--- src/rtl/reg_spill_ctrl_pkg.sv ---
// Shared types and constants for the register spill/fill controller.
// The register file model and the controller both use this package.
package reg_spill_ctrl_pkg;

  localparam int NUM_REGS = 8;
  localparam int DATA_W   = 10;
  localparam int ADDR_W   = 10;
  localparam int IDX_W    = $clog2(NUM_REGS);

  typedef logic [IDX_W-1:0]    idx_t;
  typedef logic [NUM_REGS-1:0] mask_t;
  typedef logic [DATA_W-1:0]   data_t;
  typedef logic [ADDR_W-1:0]   addr_t;

  typedef enum logic [1:0] {
    ST_IDLE,
    ST_SAVE,
    ST_RESTORE,
    ST_FINISH
  } state_e;

  function automatic mask_t idx_onehot(input idx_t i);
    return mask_t'(1) << i;
  endfunction

endpackage

--- src/rtl/reg_spill_ctrl_if.sv ---
// Data-memory port of the spill controller; rdata follows re by one cycle.
interface reg_spill_ctrl_if;
  import reg_spill_ctrl_pkg::*;

  addr_t mem_addr;
  data_t mem_wdata;
  logic  mem_we;
  logic  mem_re;
  data_t mem_rdata;

  modport master (
    output mem_addr, mem_wdata, mem_we, mem_re,
    input  mem_rdata
  );

  modport slave (
    input  mem_addr, mem_wdata, mem_we, mem_re,
    output mem_rdata
  );

endinterface

--- src/rtl/reg_spill_ctrl_next_idx_find.sv ---
// Finds the lowest set mask bit at or above 'from'; 'none' when there is none.
module next_idx_find
  import reg_spill_ctrl_pkg::*;
(
  input  mask_t mask,
  input  idx_t  from,
  output idx_t  idx,
  output logic  none
);

  // NOTE: every combinational output gets a default before the loop, so no latch is inferred.
  always_comb begin
    idx  = '0;
    none = 1'b1;
    // Descending scan so the lowest qualifying index is the one left standing.
    for (int i = NUM_REGS - 1; i >= 0; i--) begin
      if (mask[i] && (idx_t'(i) >= from)) begin
        idx  = idx_t'(i);
        none = 1'b0;
      end
    end
  end

endmodule

--- src/rtl/reg_spill_ctrl.sv ---
// Copies masked registers to an 8-slot memory area (save) or back (restore).
// Restore writes land one cycle after their read issue, overlapping the next issue.
module reg_spill_ctrl
  import reg_spill_ctrl_pkg::*;
#(
  parameter int MEM_LAT = 1
) (
  input  logic  clk,
  input  logic  reset,
  input  logic  start_save,
  input  logic  start_restore,
  input  addr_t base_addr,
  input  mask_t reg_mask,
  output logic  busy,
  output logic  done,
  output idx_t  rd_reg,
  input  data_t rd_data,
  output idx_t  wr_reg,
  output data_t wr_data,
  output logic  wr_en,
  reg_spill_ctrl_if.master mem
);

  if (MEM_LAT != 1) begin : g_lat_check
    $error("reg_spill_ctrl supports MEM_LAT == 1 only");
  end

  state_e state_q, state_d;
  addr_t  base_q, base_d;
  mask_t  mask_q, mask_d;
  idx_t   idx_q, idx_d;
  logic   pend_q, pend_d;
  idx_t   pend_idx_q, pend_idx_d;

  mask_t  srch_mask;
  idx_t   srch_from;
  idx_t   nxt_idx;
  logic   nxt_none;
  logic   issue;
  addr_t  slot_addr;

  // mask_q holds the indices not yet visited, current one included; it empties
  // after the last restore issue, which marks the trailing write cycle.
  assign issue     = (state_q == ST_RESTORE) && (mask_q != '0);
  assign slot_addr = base_q + addr_t'(idx_q);

  always_comb begin
    if (state_q == ST_IDLE) begin
      srch_mask = reg_mask;
      srch_from = '0;
    end else begin
      srch_mask = mask_q & ~idx_onehot(idx_q);
      srch_from = idx_q;
    end
  end

  next_idx_find u_find (
    .mask (srch_mask),
    .from (srch_from),
    .idx  (nxt_idx),
    .none (nxt_none)
  );

  // NOTE: sequential state uses non-blocking assignments so every flop samples pre-edge values.
  always_ff @(posedge clk) begin
    if (reset) begin
      state_q    <= ST_IDLE;
      base_q     <= '0;
      mask_q     <= '0;
      idx_q      <= '0;
      pend_q     <= 1'b0;
      pend_idx_q <= '0;
    end else begin
      state_q    <= state_d;
      base_q     <= base_d;
      mask_q     <= mask_d;
      idx_q      <= idx_d;
      pend_q     <= pend_d;
      pend_idx_q <= pend_idx_d;
    end
  end

  always_comb begin
    state_d    = state_q;
    base_d     = base_q;
    mask_d     = mask_q;
    idx_d      = idx_q;
    pend_d     = 1'b0;
    pend_idx_d = idx_q;
    case (state_q)
      ST_IDLE: begin
        if (start_save || start_restore) begin
          base_d = base_addr;
          mask_d = reg_mask;
          idx_d  = nxt_idx;
          if (nxt_none)        state_d = ST_FINISH;
          else if (start_save) state_d = ST_SAVE;
          else                 state_d = ST_RESTORE;
        end
      end
      ST_SAVE: begin
        mask_d = srch_mask;
        idx_d  = nxt_idx;
        if (nxt_none) state_d = ST_FINISH;
      end
      ST_RESTORE: begin
        if (issue) begin
          pend_d = 1'b1;
          mask_d = srch_mask;
          idx_d  = nxt_idx;
        end else begin
          state_d = ST_FINISH;
        end
      end
      ST_FINISH: state_d = ST_IDLE;
      default:   state_d = ST_IDLE;
    endcase
  end

  always_comb begin
    busy          = (state_q == ST_SAVE) || (state_q == ST_RESTORE);
    done          = (state_q == ST_FINISH);
    rd_reg        = '0;
    mem.mem_addr  = '0;
    mem.mem_wdata = '0;
    mem.mem_we    = 1'b0;
    mem.mem_re    = 1'b0;
    wr_reg        = '0;
    wr_data       = '0;
    wr_en         = 1'b0;
    if (state_q == ST_SAVE) begin
      rd_reg        = idx_q;
      mem.mem_addr  = slot_addr;
      mem.mem_wdata = rd_data;
      mem.mem_we    = 1'b1;
    end
    if (issue) begin
      mem.mem_addr = slot_addr;
      mem.mem_re   = 1'b1;
    end
    if (pend_q) begin
      wr_reg  = pend_idx_q;
      wr_data = mem.mem_rdata;
      wr_en   = 1'b1;
    end
  end

endmodule

--- src/flat_wrapper.sv ---
// flat-port wrapper written by rule: the top's interface ports become plain ports
module reg_spill_ctrl_flat import reg_spill_ctrl_pkg::*;
#(
  parameter int MEM_LAT = 1
)
  (clk, reset, start_save, start_restore, base_addr, reg_mask, busy, done, rd_reg, rd_data, wr_reg, wr_data, wr_en, mem_mem_addr, mem_mem_wdata, mem_mem_we, mem_mem_re, mem_mem_rdata);
  reg_spill_ctrl_if mem_i ();
  input  logic clk;
  input  logic reset;
  input  logic start_save;
  input  logic start_restore;
  input  addr_t base_addr;
  input  mask_t reg_mask;
  output logic busy;
  output logic done;
  output idx_t rd_reg;
  input  data_t rd_data;
  output idx_t wr_reg;
  output data_t wr_data;
  output logic wr_en;
  output wire logic [$bits(mem_i.mem_addr)-1:0] mem_mem_addr;
  output wire logic [$bits(mem_i.mem_wdata)-1:0] mem_mem_wdata;
  output wire logic [$bits(mem_i.mem_we)-1:0] mem_mem_we;
  output wire logic [$bits(mem_i.mem_re)-1:0] mem_mem_re;
  input wire logic [$bits(mem_i.mem_rdata)-1:0] mem_mem_rdata;
  assign mem_mem_addr = mem_i.mem_addr;
  assign mem_mem_wdata = mem_i.mem_wdata;
  assign mem_mem_we = mem_i.mem_we;
  assign mem_mem_re = mem_i.mem_re;
  assign mem_i.mem_rdata = mem_mem_rdata;
  reg_spill_ctrl #(.MEM_LAT(MEM_LAT)) u_core (.clk(clk), .reset(reset), .start_save(start_save), .start_restore(start_restore), .base_addr(base_addr), .reg_mask(reg_mask), .busy(busy), .done(done), .rd_reg(rd_reg), .rd_data(rd_data), .wr_reg(wr_reg), .wr_data(wr_data), .wr_en(wr_en), .mem(mem_i));
endmodule
--- config.mk ---
export PLATFORM = sky130hd
export DESIGN_NAME = reg_spill_ctrl_flat
export DESIGN_NICKNAME = d
export VERILOG_FILES = /design/src/rtl/reg_spill_ctrl_pkg.sv /design/src/rtl/reg_spill_ctrl_if.sv /design/src/rtl/reg_spill_ctrl_next_idx_find.sv /design/src/rtl/reg_spill_ctrl.sv /design/src/flat_wrapper.sv
export SDC_FILE = /design/constraint.sdc
export NUM_CORES = 1
export LEC_CHECK = 0
export CORE_ASPECT_RATIO = 1.5
export CORE_MARGIN = 1.5
export CORE_UTILIZATION = 25
export DETAILED_ROUTE_END_ITERATION = 8
export DONT_BUFFER_PORTS = 1
export PLACE_DENSITY = 0.42
export SLEW_MARGIN = 10
export SYNTH_ARGS = -nofsm -noshare
export SYNTH_HDL_FRONTEND = slang
export SYNTH_HIERARCHICAL = 1
export SYNTH_SLANG_ARGS = --single-unit
--- constraint.sdc ---
create_clock -name clk -period 3.09 [get_ports clk]
set_input_delay 0.309 -clock clk [delete_from_list [all_inputs] [get_ports clk]]
set_output_delay 0.309 -clock clk [all_outputs]
set_load 0.02 [all_outputs]
# After elaboration in Yosys (flattened, before gate mapping)
# Index checks and enable logic that the tools add are counted.
[op_classes]
n_addsub = 1
n_mul = 0
n_div = 0
order_cmp = 8
n_eq_ne = 7
n_shift = 1
mux = 39
bitwise_logic = 3
n_reduce_logical = 18
[op_table]
columns = ["op", "n"]
rows = [
  ["$mux W10", 4],
  ["$mux W3", 13],
  ["$mux W8", 3],
  ["$pmux W8 S3", 1],
  ["$ge A3 B3 Y1 const A", 4],
  ["$mux W1", 11],
  ["$add A10 B3 Y10", 1],
  ["$mux W2", 5],
  ["$logic_and A1 B1 Y1", 9],
  ["$pmux W3 S3", 1],
  ["$and A8 B8 Y8", 1],
  ["$not A8 Y8", 1],
  ["$pmux W2 S4", 1],
  ["$reduce_bool A8 Y1", 1],
  ["$shl A1 B3 Y8 const A", 1],
  ["$ge A1 B3 Y1 const A", 2],
  ["$ge A2 B3 Y1 const A", 2],
  ["$reduce_and A3 Y1", 2],
  ["$eq A2 B2 Y1 const B", 2],
  ["$ne A2 B1 Y1 const B", 2],
  ["$ne A2 B2 Y1 const B", 2],
  ["$reduce_bool A3 Y1", 1],
  ["$eq A2 B1 Y1 const B", 1],
  ["$logic_not A2 Y1", 1],
  ["other kinds (4)", 5],
]
[totals]
ff_bits = 27
latchBits = 0
ramBits = 0
mem_bits_ro = 0
inputBits = 42
out_inout_bits = 41
wordCells = 83
mem_count = 0

# Logic depth before layout (Yosys ltp)
# Gate-level depths: netlist of the first run.
[logic_depth]
depth_word = 16
depth_mapped = 13
depth_no_buf = 11

# By module
# Netlist of the first run, hierarchy kept.
[by_module_without_submodules]
columns = ["module", "n_inst", "cells_each", "area_each_um2", "seq_area_each_um2"]
rows = [
  ["reg_spill_ctrl", 1, 219, 1778.0, 540.5],
  ["next_idx_find", 1, 30, 187.7, 0.0],
]

# Worst setup path before layout of the first run
# No wires, ideal clock.
[synth_path]
path_kind = "reg-to-reg"
start = "reg u_core.state_q[0]"
end = "reg u_core.state_q[0]"
setup_time_ns = 0.123
arrival_time_ns = 2.483
required_time_ns = 2.967
path_slack_ns = 0.484
path_stages_with_launch = 12
n_path_buf = 2
period_less_slack_ns = 2.606
path_cell_list = "dfxtp_1 > inv_1 > ha_1 > clkbuf_1 > clkbuf_1 > o21ai_0 > or2_2 > nand2_1 > o2111a_1 > inv_1 > a211o_1 > mux2_1"
[synth_between]
elab_cells_between_ends = 38
classes_between = "8 x order compare; 6 x eq/ne; 13 x mux; 11 x reduce/logical"
[synth_lines]
columns = ["element", "line", "rtl"]
rows = [
  ["start, declared", "reg_spill_ctrl.sv:28", "state_e state_q, state_d;"],
  ["start signal, assigned", "reg_spill_ctrl.sv:74", "state_q <= state_d;"],
  ["$logic_not A2 Y1 (*)", "reg_spill_ctrl.sv:48", "if (state_q == ST_IDLE) begin"],
  ["$mux W8 (*)", "reg_spill_ctrl.sv:48", ""],
  ["net u_core.srch_mask[5]", "reg_spill_ctrl.sv:35", "mask_t srch_mask;"],
  ["$logic_and A1 B1 Y1 (*)", "reg_spill_ctrl_next_idx_find.sv:17", "if (mask[i] && (idx_t'(i) >= from)) begin"],
  ["$mux W1 (*) (6 in a row)", "reg_spill_ctrl_next_idx_find.sv:17", ""],
  ["net u_core.nxt_none", "reg_spill_ctrl.sv:38", "logic nxt_none;"],
  ["$mux W2", "reg_spill_ctrl.sv:96", "if (nxt_none) state_d = ST_FINISH;"],
  ["$mux W2", "reg_spill_ctrl.sv:92", "if (start_save || start_restore) begin"],
  ["$pmux W2 S4", "reg_spill_ctrl.sv:90", "case (state_q)"],
]
# Mark *: on every way through the listed nets, which the timed path passes. The rest lies on a longest branch. The select of a mux whose other input is x is not followed.
# A chain may end at the register's enable or synchronous reset.

# Worst setup path in the final report of the first run
[layout_path]
start = "reg u_core.state_q[0]"
end = "reg u_core.state_q[0]"
[layout_between]
elab_chain_len = 15
elab_cells_between_ends = 38
classes_between = "8 x order compare; 6 x eq/ne; 13 x mux; 11 x reduce/logical"
[layout_lines]
columns = ["element", "line", "rtl"]
rows = [
  ["$logic_not A2 Y1 (*)", "reg_spill_ctrl.sv:48", ""],
  ["$mux W3 (*)", "reg_spill_ctrl.sv:48", ""],
  ["net u_core.srch_from[0]", "reg_spill_ctrl.sv:36", "idx_t srch_from;"],
  ["$ge A3 B3 Y1", "reg_spill_ctrl_next_idx_find.sv:17", ""],
  ["$logic_and A1 B1 Y1", "reg_spill_ctrl_next_idx_find.sv:17", ""],
  ["$mux W1 (7 in a row)", "reg_spill_ctrl_next_idx_find.sv:17", ""],
  ["$mux W1 (*)", "reg_spill_ctrl_next_idx_find.sv:17", ""],
  ["net u_core.nxt_none", "reg_spill_ctrl.sv:38", ""],
  ["$mux W2", "reg_spill_ctrl.sv:96", ""],
  ["$mux W2", "reg_spill_ctrl.sv:92", ""],
  ["$pmux W2 S4", "reg_spill_ctrl.sv:90", ""],
]
# Marked as above.

==> results by group, run 1 <==
Outcome
  • Status: finished clean

STA
  • RSZ-0062 raised after global routing: false
  • Fin. max-slew vios: 0
  • FMAX: 374 MHz
  • Setup_tns: 0 ns
  • Worst-Margin Slew: 0.686 ns
  • Slew headroom: 54.1%
  • Post-layout min period: 2.67 ns
  • Clock skew: 0.00503 ns
  • Fin crit share: 86.5%
  • Final setup vio count: 0
  • Final setup margin: 0.416 ns
  • Hold Fails Final Rpt: 0

Logic synthesis
  • Count leader, synth: nand2_1
  • Fraction of registers with async set/reset: 0%
  • Yosys top cell by area: dfxtp_1
  • Post-synth top cells: nand2_1, and2_1, dfxtp_1
  • Main area contributors after synthesis: dfxtp_1, and2_1, nand2_1
  • Mapped cell area: 1970 µm²
  • Cell variety after synth: 45
  • Post-synth EDFFs: 0
  • Post-synthesis cell count: 249
  • Synth top area share: 27.5%
  • Sequential share of the synthesized area: 27.5%
  • Net Count, Synth: 300
  • FF+latch count, synth: 27
  • Yosys Warn Count: 6
  • Avg Cell Area, Syn: 7.89 µm²
  • Predominant post-synthesis flop cell: dfxtp_1

Detailed routing
  • Routed WL: 5450 µm
  • DRT Pass-1 Iters: 4
  • DR iter-0 viols: 139
  • Routed via count: 1647
  • Via density: 4.75
  • Post-DR wirelength/cell: approximately 16 µm
  • Antenna Violating Nets Remaining: 0
  • Residual DRC count: 0

Clock network
  • Clock root buffer master: clkbuf_16
  • Clk slew on worst S/H paths: around 0.070 ns
  • Worst-skew pair later-pin latency: 0.26 ns
  • # hold bufs at CTS: 0
  • Post_cts resized: 0
  • CTS tree: built
  • H-tree depth: 1
  • Clock buffer count from CTS: 3
  • CTS sink count: 27
  • Post-CTS setup buffer count: 0
  • Clock tree buffer depth: 2

GRT
  • Largest net degree at the start of global routing: 19
  • GR Util met3: ~2.4%
  • Routing usage on met2: around a quarter
  • GR peak layer: met2
  • Antenna violations before repair: 0
  • First-pass GRT wire length: 8560 µm
  • GRT overflow: 0
  • GRT Util Overall: 13.4%
  • Vias in the first global route: around 1.7k
  • Met1 Use GR: about 14%

Hold path
  • Hold path start: reset
  • Worst min-delay path class: in2reg

Power
  • Sw Pwr: 0.919 mW
  • Max VDD drop: 0.000279 V
  • Switching share of power: 46.6%
  • Combinational share of power: 53.8%
  • Sequential share of power: 30.7%
  • Leak: 0.855 nW
  • Internal: 1.06 mW
  • Clk network pwr share: 15.5%
  • PwrDens: approximately 900 nW/µm²

Placed design
  • Hpwl dp: 4190 µm
  • Pre-CTS setup slack: ~0.44 ns
  • Post-DP Area: 2080 µm²
  • IO buf count: 0
  • DP Cell Count: between 300 and 400
  • Placer Congestion: 0.747

Worst setup path
  • Reg-to-reg critical path startpoint: u_core/state_q[0]
  • CP startpoint kind: flop
  • Slowest library cell on the worst path: nor2b_1
  • Crit-path cells: inv_1, ha_1, nor2b_1, nor2b_2, o21ai_0, o2111a_1, inv_1, a211o_1, mux2_1
  • CP Launch Point: u_core/state_q[0]
  • Worst setup EP type: flop
  • Worst path max stage delay: 0.43 ns
  • Most frequent CP cell: inv_1
  • Worst Path Arrival: 2.83 ns
  • Worst Path Max Fanout: 14
  • Crit Path Class: reg2reg
  • Worst EP required: 3.25 ns

Die
  • Num rows: 39
  • Ports: 83
  • Area of the core: 7610 µm²
  • Die footprint: 8410 µm²
  • Die X-Extent: 75.4 µm
  • Starting Density: ~26%
  • Die H: about 110 µm

Finish
  • Post-Route Utilization: between 20 and 30%
  • N_diodes: 0
  • Layout Cells excl Fill: 347
  • # nets final: 297
  • Area grow syn2layout: 9.61%
  • Final Cell Area: around 2200 µm²
  • Layout cells sized above 1: approximately 6.5%

Run
  • Max-cap violations: 0
## cell type report
type,count,area [µm²]
Fill cell,856,5460
Tap cell,102,128
Clock buffer,4,78.8
Multi-Input combinational cell,203,1340
Inverter,5,18.8
Timing Repair Buffer,6,45.0
Sequential cell,27,541
## sequential cells by signal, summed over array words and instances (netlist names)
| name | count |
|---|---|
| u_core/base_q | 10 |
| u_core/mask_q | 8 |
| u_core/idx_q | 3 |
| u_core/pend_idx_q | 3 |
| u_core/state_q | 2 |
| u_core/pend_q | 1 |
## through the flow
stage          hold slack, ns  power [mW]
2_1_floorplan           0.435        1.45
3_3_place_gp            0.386        1.68
3_5_place_dp            0.388        1.69
4_1_cts                 0.105        2.00
5_1_grt                0.0973        2.14
6_report                0.111        1.97
## worst max-delay path: cells and delay by family, from the launching register on
family	cells	cell delay [ns]
compound gates	3	0.85
fa+ha+maj	1	0.36
buf+inv	2	0.16
flops	1	0.37
mux	1	0.31
simple gates	2	0.53
## logic make-up after synthesis
kind of cell               Yosys count  synth area share [%]
and+or+nand+nor                    128                  35.0
muxes                               12                  6.17
xor gates and xnor gates             8                  3.56
adders and majority gates            9                  6.11
buffers and inverters               19                  4.14
AOI/OAI and AO/OA                   46                  17.5
DFF                                 27                  27.5
## layer usage
layer,up-vias,share of wire [%]
met5,-,0
met4,0,1.7
met3,6,4.6
met2,53,55
met1,744,39
li1,844,-
## placed cells by master (no fill, tap or decap), drive strengths merged, types with 2 or more instances in the layout
master and n:
a21boi 2, a21oi 8, a31o 3, a32o 9
and2 27, buf 6, clkbuf 4, dfxtp 27
ha 8, inv 5, mux2i 11, nand2 40
nand2b 3, nand3 3, nand3b 3, nand4 2
nor2 23, nor2b 14, nor3b 3, nor4 2
o21ai 12, o22ai 2, or3b 3, xnor2 6
xor2 2
## power groups by stage
| stage | logic, mW | clock network [mW] | registers, mW |
|---|---|---|---|
| finish | 1.06 | 0.305 | 0.607 |
| global route | 1.19 | 0.328 | 0.629 |
| CTS | 1.08 | 0.316 | 0.608 |
| detailed placement | 1.07 | 0 | 0.617 |
| global placement | 1.07 | 0 | 0.615 |
| floorplan | 0.896 | 0 | 0.551 |
## worst paths after layout
kind / endpoint / slack, ns / depth (start not counted)
worst max register to register: u_core/state_q[0] / 0.42 / 9
worst max-delay path: u_core/state_q[0] / 0.42 / 9
worst min-delay path: u_core/base_q[3] / 0.11 / 1
worst min register to register: u_core/base_q[2] / 0.51 / 2
Power figures use the tool's default switching activity.
==> inputs of run 2 (changes only) <==
--- a/config.mk
+++ b/config.mk
@@ -5,9 +5,11 @@
 export SDC_FILE = /design/constraint.sdc
 export NUM_CORES = 1
 export LEC_CHECK = 0
+export ABC_AREA = 1
 export CORE_ASPECT_RATIO = 1.5
 export CORE_MARGIN = 1.5
 export CORE_UTILIZATION = 25
+export CTS_BUF_LIST = sky130_fd_sc_hd__clkbuf_8
 export DETAILED_ROUTE_END_ITERATION = 8
 export DONT_BUFFER_PORTS = 1
 export PLACE_DENSITY = 0.42
==> run 2 against run 1 <==
  * Sequential power increased by 0.8%
  * Critical path depth fell by 2
  * Wire length rose by 5.2%
  * Fmax is 3.7% higher
  * Via count increased by 24%
  * Global-route usage decreased by 0.69 points
  * Hold slack got worse by 0.020 ns
==> results by group, run 2 <==
Clock network
  • CTS sink count: 27
  • Clock tree buffer depth: 2
  • CTS tree: built
  • # hold bufs at CTS: 0
  • Clock buffer count from CTS: 3
  • Clk slew on worst S/H paths: between 0.1 and 0.15 ns
  • Clock root buffer master: clkbuf_8
  • Post_cts resized: 0
  • Worst-skew pair later-pin latency: 0.28 ns
  • Post-CTS setup buffer count: 0
  • H-tree depth: 1

Placed design
  • DP Cell Count: 475
  • Hpwl dp: 4450 µm
  • Placer Congestion: 0.781
  • IO buf count: 0
  • Post-DP Area: ~2200 µm²

Logic synthesis
  • Mapped cell area: 2120 µm²
  • Post-synthesis cell count: ~380
  • FF+latch count, synth: 27
  • Sequential share of the synthesized area: 25.4%
  • Predominant post-synthesis flop cell: dfxtp_1
  • Main area contributors after synthesis: dfxtp_1, nand2_1, nor2_1
  • Avg Cell Area, Syn: approximately 5.7 µm²
  • Net Count, Synth: 427
  • Synth top area share: 25.4%
  • Fraction of registers with async set/reset: 0%
  • Yosys Warn Count: 6
  • Count leader, synth: nand2_1
  • Cell variety after synth: 32
  • Yosys top cell by area: dfxtp_1
  • Post-synth top cells: nand2_1, nor2_1, inv_1
  • Post-synth EDFFs: 0

GRT
  • GRT Util Overall: around an eighth
  • Vias in the first global route: ~1.9k
  • First-pass GRT wire length: 9070 µm
  • GRT overflow: 0
  • Antenna violations before repair: 0
  • Largest net degree at the start of global routing: 24

Detailed routing
  • Post-DR wirelength/cell: roughly 12 µm
  • DR iter-0 viols: 45
  • Routed WL: 5730 µm
  • Routed via count: 2043
  • DRT Pass-1 Iters: 4
  • Via density: about 4.3
  • Residual DRC count: 0
  • Antenna Violating Nets Remaining: 0

Finish
  • Final Cell Area: 2270 µm²
  • Most frequent cells in the layout: nand2_1, nor2_1, inv_1, dfxtp_1, nand3_1
  • Layout cells sized above 1: 5.91%
  • N_diodes: 0
  • Max reg flops: 10
  • # nets final: 424
  • Area grow syn2layout: 6.65%
  • Biggest regs: u_core/base_q: 10 flops, u_core/mask_q: 8 flops
  • Commonest non-fill, non-tap cell in the layout: nand2_1
  • Top reg by flops: u_core/base_q
  • Layout Cells excl Fill: 479

Outcome
  • Status: finished clean

Die
  • Ports: between 80 and 90
  • Die H: 116 µm
  • Num rows: 41
  • Die footprint: 9070 µm²
  • Die X-Extent: 78.3 µm
  • Starting Density: 25.6%
  • Area of the core: approximately 8300 µm²

STA
  • Hold Fails Final Rpt: 0
  • Fin. max-slew vios: 0
  • Fin Hold WS: 0.0909 ns
  • Fin crit share: 83.4%
  • Worst-Margin Slew: about 0.76 ns
  • Clock skew: roughly 0.0082 ns
  • Slew headroom: 49.0%
  • RSZ-0062 raised after global routing: false
  • FMAX: 388 MHz
  • Setup_tns: 0 ns
  • Final setup vio count: 0
  • Post-layout min period: 2.58 ns

Hold path
  • Worst min-delay path class: in2reg

Worst setup path
  • Worst EP required: between 2 and 3 ns
  • Worst setup EP type: output port
  • Worst Path Max Fanout: 9
  • CP startpoint kind: flop
  • Crit Path Class: reg2out
  • Worst Path Arrival: 2.27 ns

Power
  • Combinational share of power: 68.3%
  • Switching share of power: 56.4%
  • Sw Pwr: 1.47 mW
  • Clk network pwr share: approximately 8%
  • Sequential share of power: 23.5%
  • Overall Power: 2.60 mW
  • PwrDens: 1150 nW/µm²
  • Leak: 1.27 nW
  • Max VDD drop: 0.000390 V
  • Internal: 1.14 mW

Run
  • Max-cap violations: 0
[run 2: power by group through the flow]
stage	clock, mW	combinational [mW]	sequential (mW)
3_3_place_gp	0	1.81	0.620
4_1_cts	0.226	1.82	0.613
2_1_floorplan	0	1.53	0.568
6_report	0.213	1.78	0.612
3_5_place_dp	0	1.81	0.622
5_1_grt	0.238	2.05	0.634
[run 2: final cells by class]
cell class,instances,area [µm²]
Inverter,63,239
Tap cell,107,134
Clock buffer,3,41.3
Multi-Input combinational cell,275,1280
Fill cell,1000,6040
Sequential cell,27,541
Clock inverter,1,5.00
Timing Repair Buffer,3,22.5
[run 2: cells by family (layout without fill, tap and decap cells)]
| logic type | after synthesis | in the layout | share of synthesized area (%) |
|---|---|---|---|
| xor+xnor | 2 | 2 | 0.825 |
| compound gates | 31 | 31 | 7.48 |
| simple gates | 233 | 233 | 46.5 |
| fa+ha+maj | 9 | 9 | 5.65 |
| flops | 27 | 27 | 25.4 |
| buf+inv | 74 | 70 | 14.1 |
[run 2: worst paths after layout]
check                    start                    to  slack, ns  depth (start not counted)
max            u_core/idx_q[0]       mem_mem_addr[6]       0.51                          7
min                      reset  u_core/pend_idx_q[1]       0.09                          1
max reg2reg  u_core/state_q[0]     u_core/state_q[0]       0.57                         15
min reg2reg   u_core/base_q[9]      u_core/base_q[9]       0.49                          2
[run 2: metrics by stage]
step / worst slack (ns) / utilization, %
after floorplan: 0.774 / -
final: 0.512 / 27.3
after CTS: 0.509 / 27.3
after global placement: 0.612 / 26.7
after global routing: 0.228 / 27.3
after detailed placement: 0.596 / 26.7
[run 2: worst max-delay path: stages (launching register included)]
cell and delay, ns:
dfxtp_1 0.57, ha_1 0.26, fa_1 0.21, nand2_1 0.07, nand2_1 0.09, nand3_1 0.15
or2_0 0.24, a21oi_1 0.39
[run 2: layer usage]
layer	part of all wire [%]	track usage, %	vias to the layer above
met1	43	14.5	889
met4	0.63	2.86	0
met2	52	24.4	31
li1	-	-	1121
met5	0	0	-
met3	4.2	2.05	2
==> inputs of run 3 (changes only) <==
--- a/config.mk
+++ b/config.mk
@@ -5,7 +5,7 @@
 export SDC_FILE = /design/constraint.sdc
 export NUM_CORES = 1
 export LEC_CHECK = 0
-export ABC_AREA = 1
+export ABC_AREA = 0
 export CORE_ASPECT_RATIO = 1.5
 export CORE_MARGIN = 1.5
 export CORE_UTILIZATION = 25
==> constraint.sdc (replaced) <==
create_clock -name clk -period 2.4 [get_ports clk]
set_input_delay 0.24 -clock clk [delete_from_list [all_inputs] [get_ports clk]]
set_output_delay 0.24 -clock clk [all_outputs]
set_load 0.02 [all_outputs]
==> run 3 against run 2 <==
  * Worst setup slack worse by 0.38 ns
  * Via count down 14%
  * Final cell count down 22%
  * Design area up 4.3%
  * Largest cell class unchanged
  * Highest routed layer unchanged
==> results by group, run 3 (synthesis results as in run 1) <==
Hold path
  • Hold path start: reset
  • Hold Path Depth: 1
  • Worst min-delay path class: in2reg
  • Hold path endpoint: u_core/base_q[0]

Worst setup path
  • Worst EP required: between 2 and 3 ns
  • Register-to-Register Path Depth: 9
  • Worst Path Max Fanout: 6
  • Crit Path Class: reg2reg
  • Internal reg-to-reg setup slack: 0.13 ns
  • CP startpoint kind: flop
  • Reg-to-reg critical path startpoint: u_core/idx_q[2]
  • R2R Path End: u_core/state_q[0]
  • Worst setup EP type: flop
  • Worst Path Arrival: 2.45 ns

Die
  • Die X-Extent: 75.4 µm
  • Die H: between 100 and 150 µm
  • Area of the core: approximately 7600 µm²
  • Num rows: 39
  • Die footprint: 8410 µm²
  • Starting Density: 25.8%
  • Ports: 83

Clock network
  • CTS tree: built
  • CTS sink count: 27
  • Post-CTS setup buffer count: 0
  • H-tree depth: 1
  • Clock buffer count from CTS: 3
  • Worst-skew pair later-pin latency: 0.28 ns
  • Clock root buffer master: clkbuf_8
  • Clock tree buffer depth: 2
  • Clk slew on worst S/H paths: approximately 0.1 ns

Finish
  • N_diodes: 0
  • Top reg by flops: u_core/base_q
  • Biggest regs: u_core/base_q: 10 flops, u_core/mask_q: 8 flops
  • Most frequent cells in the layout: nand2_1, buf_4, and2_1, dfxtp_1, nor2_1
  • Layout cells sized above 1: 20.3%
  • Commonest non-fill, non-tap cell in the layout: nand2_1
  • Post-Route Utilization: a little under a third
  • # nets final: 323
  • Area grow syn2layout: 20.2%
  • Max reg flops: 10

Placed design
  • Placer Congestion: 0.902
  • Pre-CTS setup slack: -0.00111 ns
  • IO buf count: 0
  • Hpwl dp: 4370 µm

STA
  • Fin Hold WS: 0.0216 ns
  • Slew headroom: 66.1%
  • Fin crit share: 94.6%
  • Post-layout min period: 2.27 ns
  • Clock skew: ~0.0063 ns
  • Fin. max-slew vios: 0
  • Worst-Margin Slew: 0.508 ns
  • Final setup margin: 0.130 ns
  • FMAX: 440 MHz
  • Final setup vio count: 0
  • RSZ-0062 raised after global routing: true
  • Hold Fails Final Rpt: 0

Power
  • Max VDD drop: roughly 0.00033 V
  • Overall Power: roughly 2.7 mW
  • PwrDens: 1150 nW/µm²
  • Leak: between 0.9 and 1 nW

GRT
  • First-pass GRT wire length: 8980 µm
  • GRT Util Overall: 13.8%
  • GRT overflow: 0
  • Antenna violations before repair: 0
  • Largest net degree at the start of global routing: 19
  • Vias in the first global route: 1824

Outcome
  • Status: finished clean

Detailed routing
  • DRT Pass-1 Iters: 4
  • Post-DR wirelength/cell: between 10 and 15 µm
  • Routed WL: roughly 5500 µm
  • Routed via count: 1750
  • DR iter-0 viols: 45
  • Residual DRC count: 0
  • Antenna Violating Nets Remaining: 0
  • Via density: 4.69

Run
  • Max-cap violations: 0
==> run 3: area by class of cell <==
type	instances	area [µm²]
repair buffers	32	243
clock buffers	3	41.3
well taps	102	128
multi-input cells	203	1380
clock inverters	1	7.51
fillers	854	5250
inverters	5	18.8
flip-flops and latches	27	547
==> run 3: power by group <==
group	total, mW	internal (mW)	switching [mW]
combinational	1.69	0.763	0.928
sequential	0.751	0.589	0.161
clock	0.275	0.118	0.157
total	2.72	1.47	1.25
==> run 3: metal layers <==
layer,wire (µm),vias to the layer above,GRT usage [%]
li1,-,901,-
met1,2210,798,15.5
met5,0,-,0
met2,3020,49,26.3
met4,34,0,3.21
met3,220,2,1.72
==> run 3: critical path, cell delays in order (launching register included) <==
cell      delay (ns)
dfxtp_2         0.35
buf_4           0.15
or3b_4          0.40
nand2_1         0.08
o21ai_1         0.09
a21oi_2         0.20
o2111a_1        0.26
inv_1           0.06
a211o_1         0.27
mux2_1          0.31
==> run 3: how the worst max path moves through the flow <==
stage / start / to
finish: u_core/idx_q[2] / u_core/state_q[0]
global route: u_core/state_q[1] / u_core/state_q[0]
CTS: u_core/idx_q[1] / mem_mem_addr[8]
detailed placement: u_core/state_q[1] / u_core/state_q[0]
global placement: u_core/state_q[1] / u_core/state_q[0]
floorplan: u_core/state_q[1] / u_core/state_q[0]
==> run 3: repair_timing <==
action                                  4_1_cts  5_1_grt
gates resized for setup                       1       16
pin swaps                                     0        2
endpoints found under the setup margin        1        6
hold endpoints to repair                      0        4
hold buffers                                  0        1
==> run 3: metrics by stage <==
step	area, µm²	cells	setup TNS [ns]
after floorplan	1980	249	0
after global placement	2270	368	0
after detailed placement	2270	368	-0.00111
after CTS	2320	372	0
after global routing	2360	373	-0.00994
final	2360	373	0
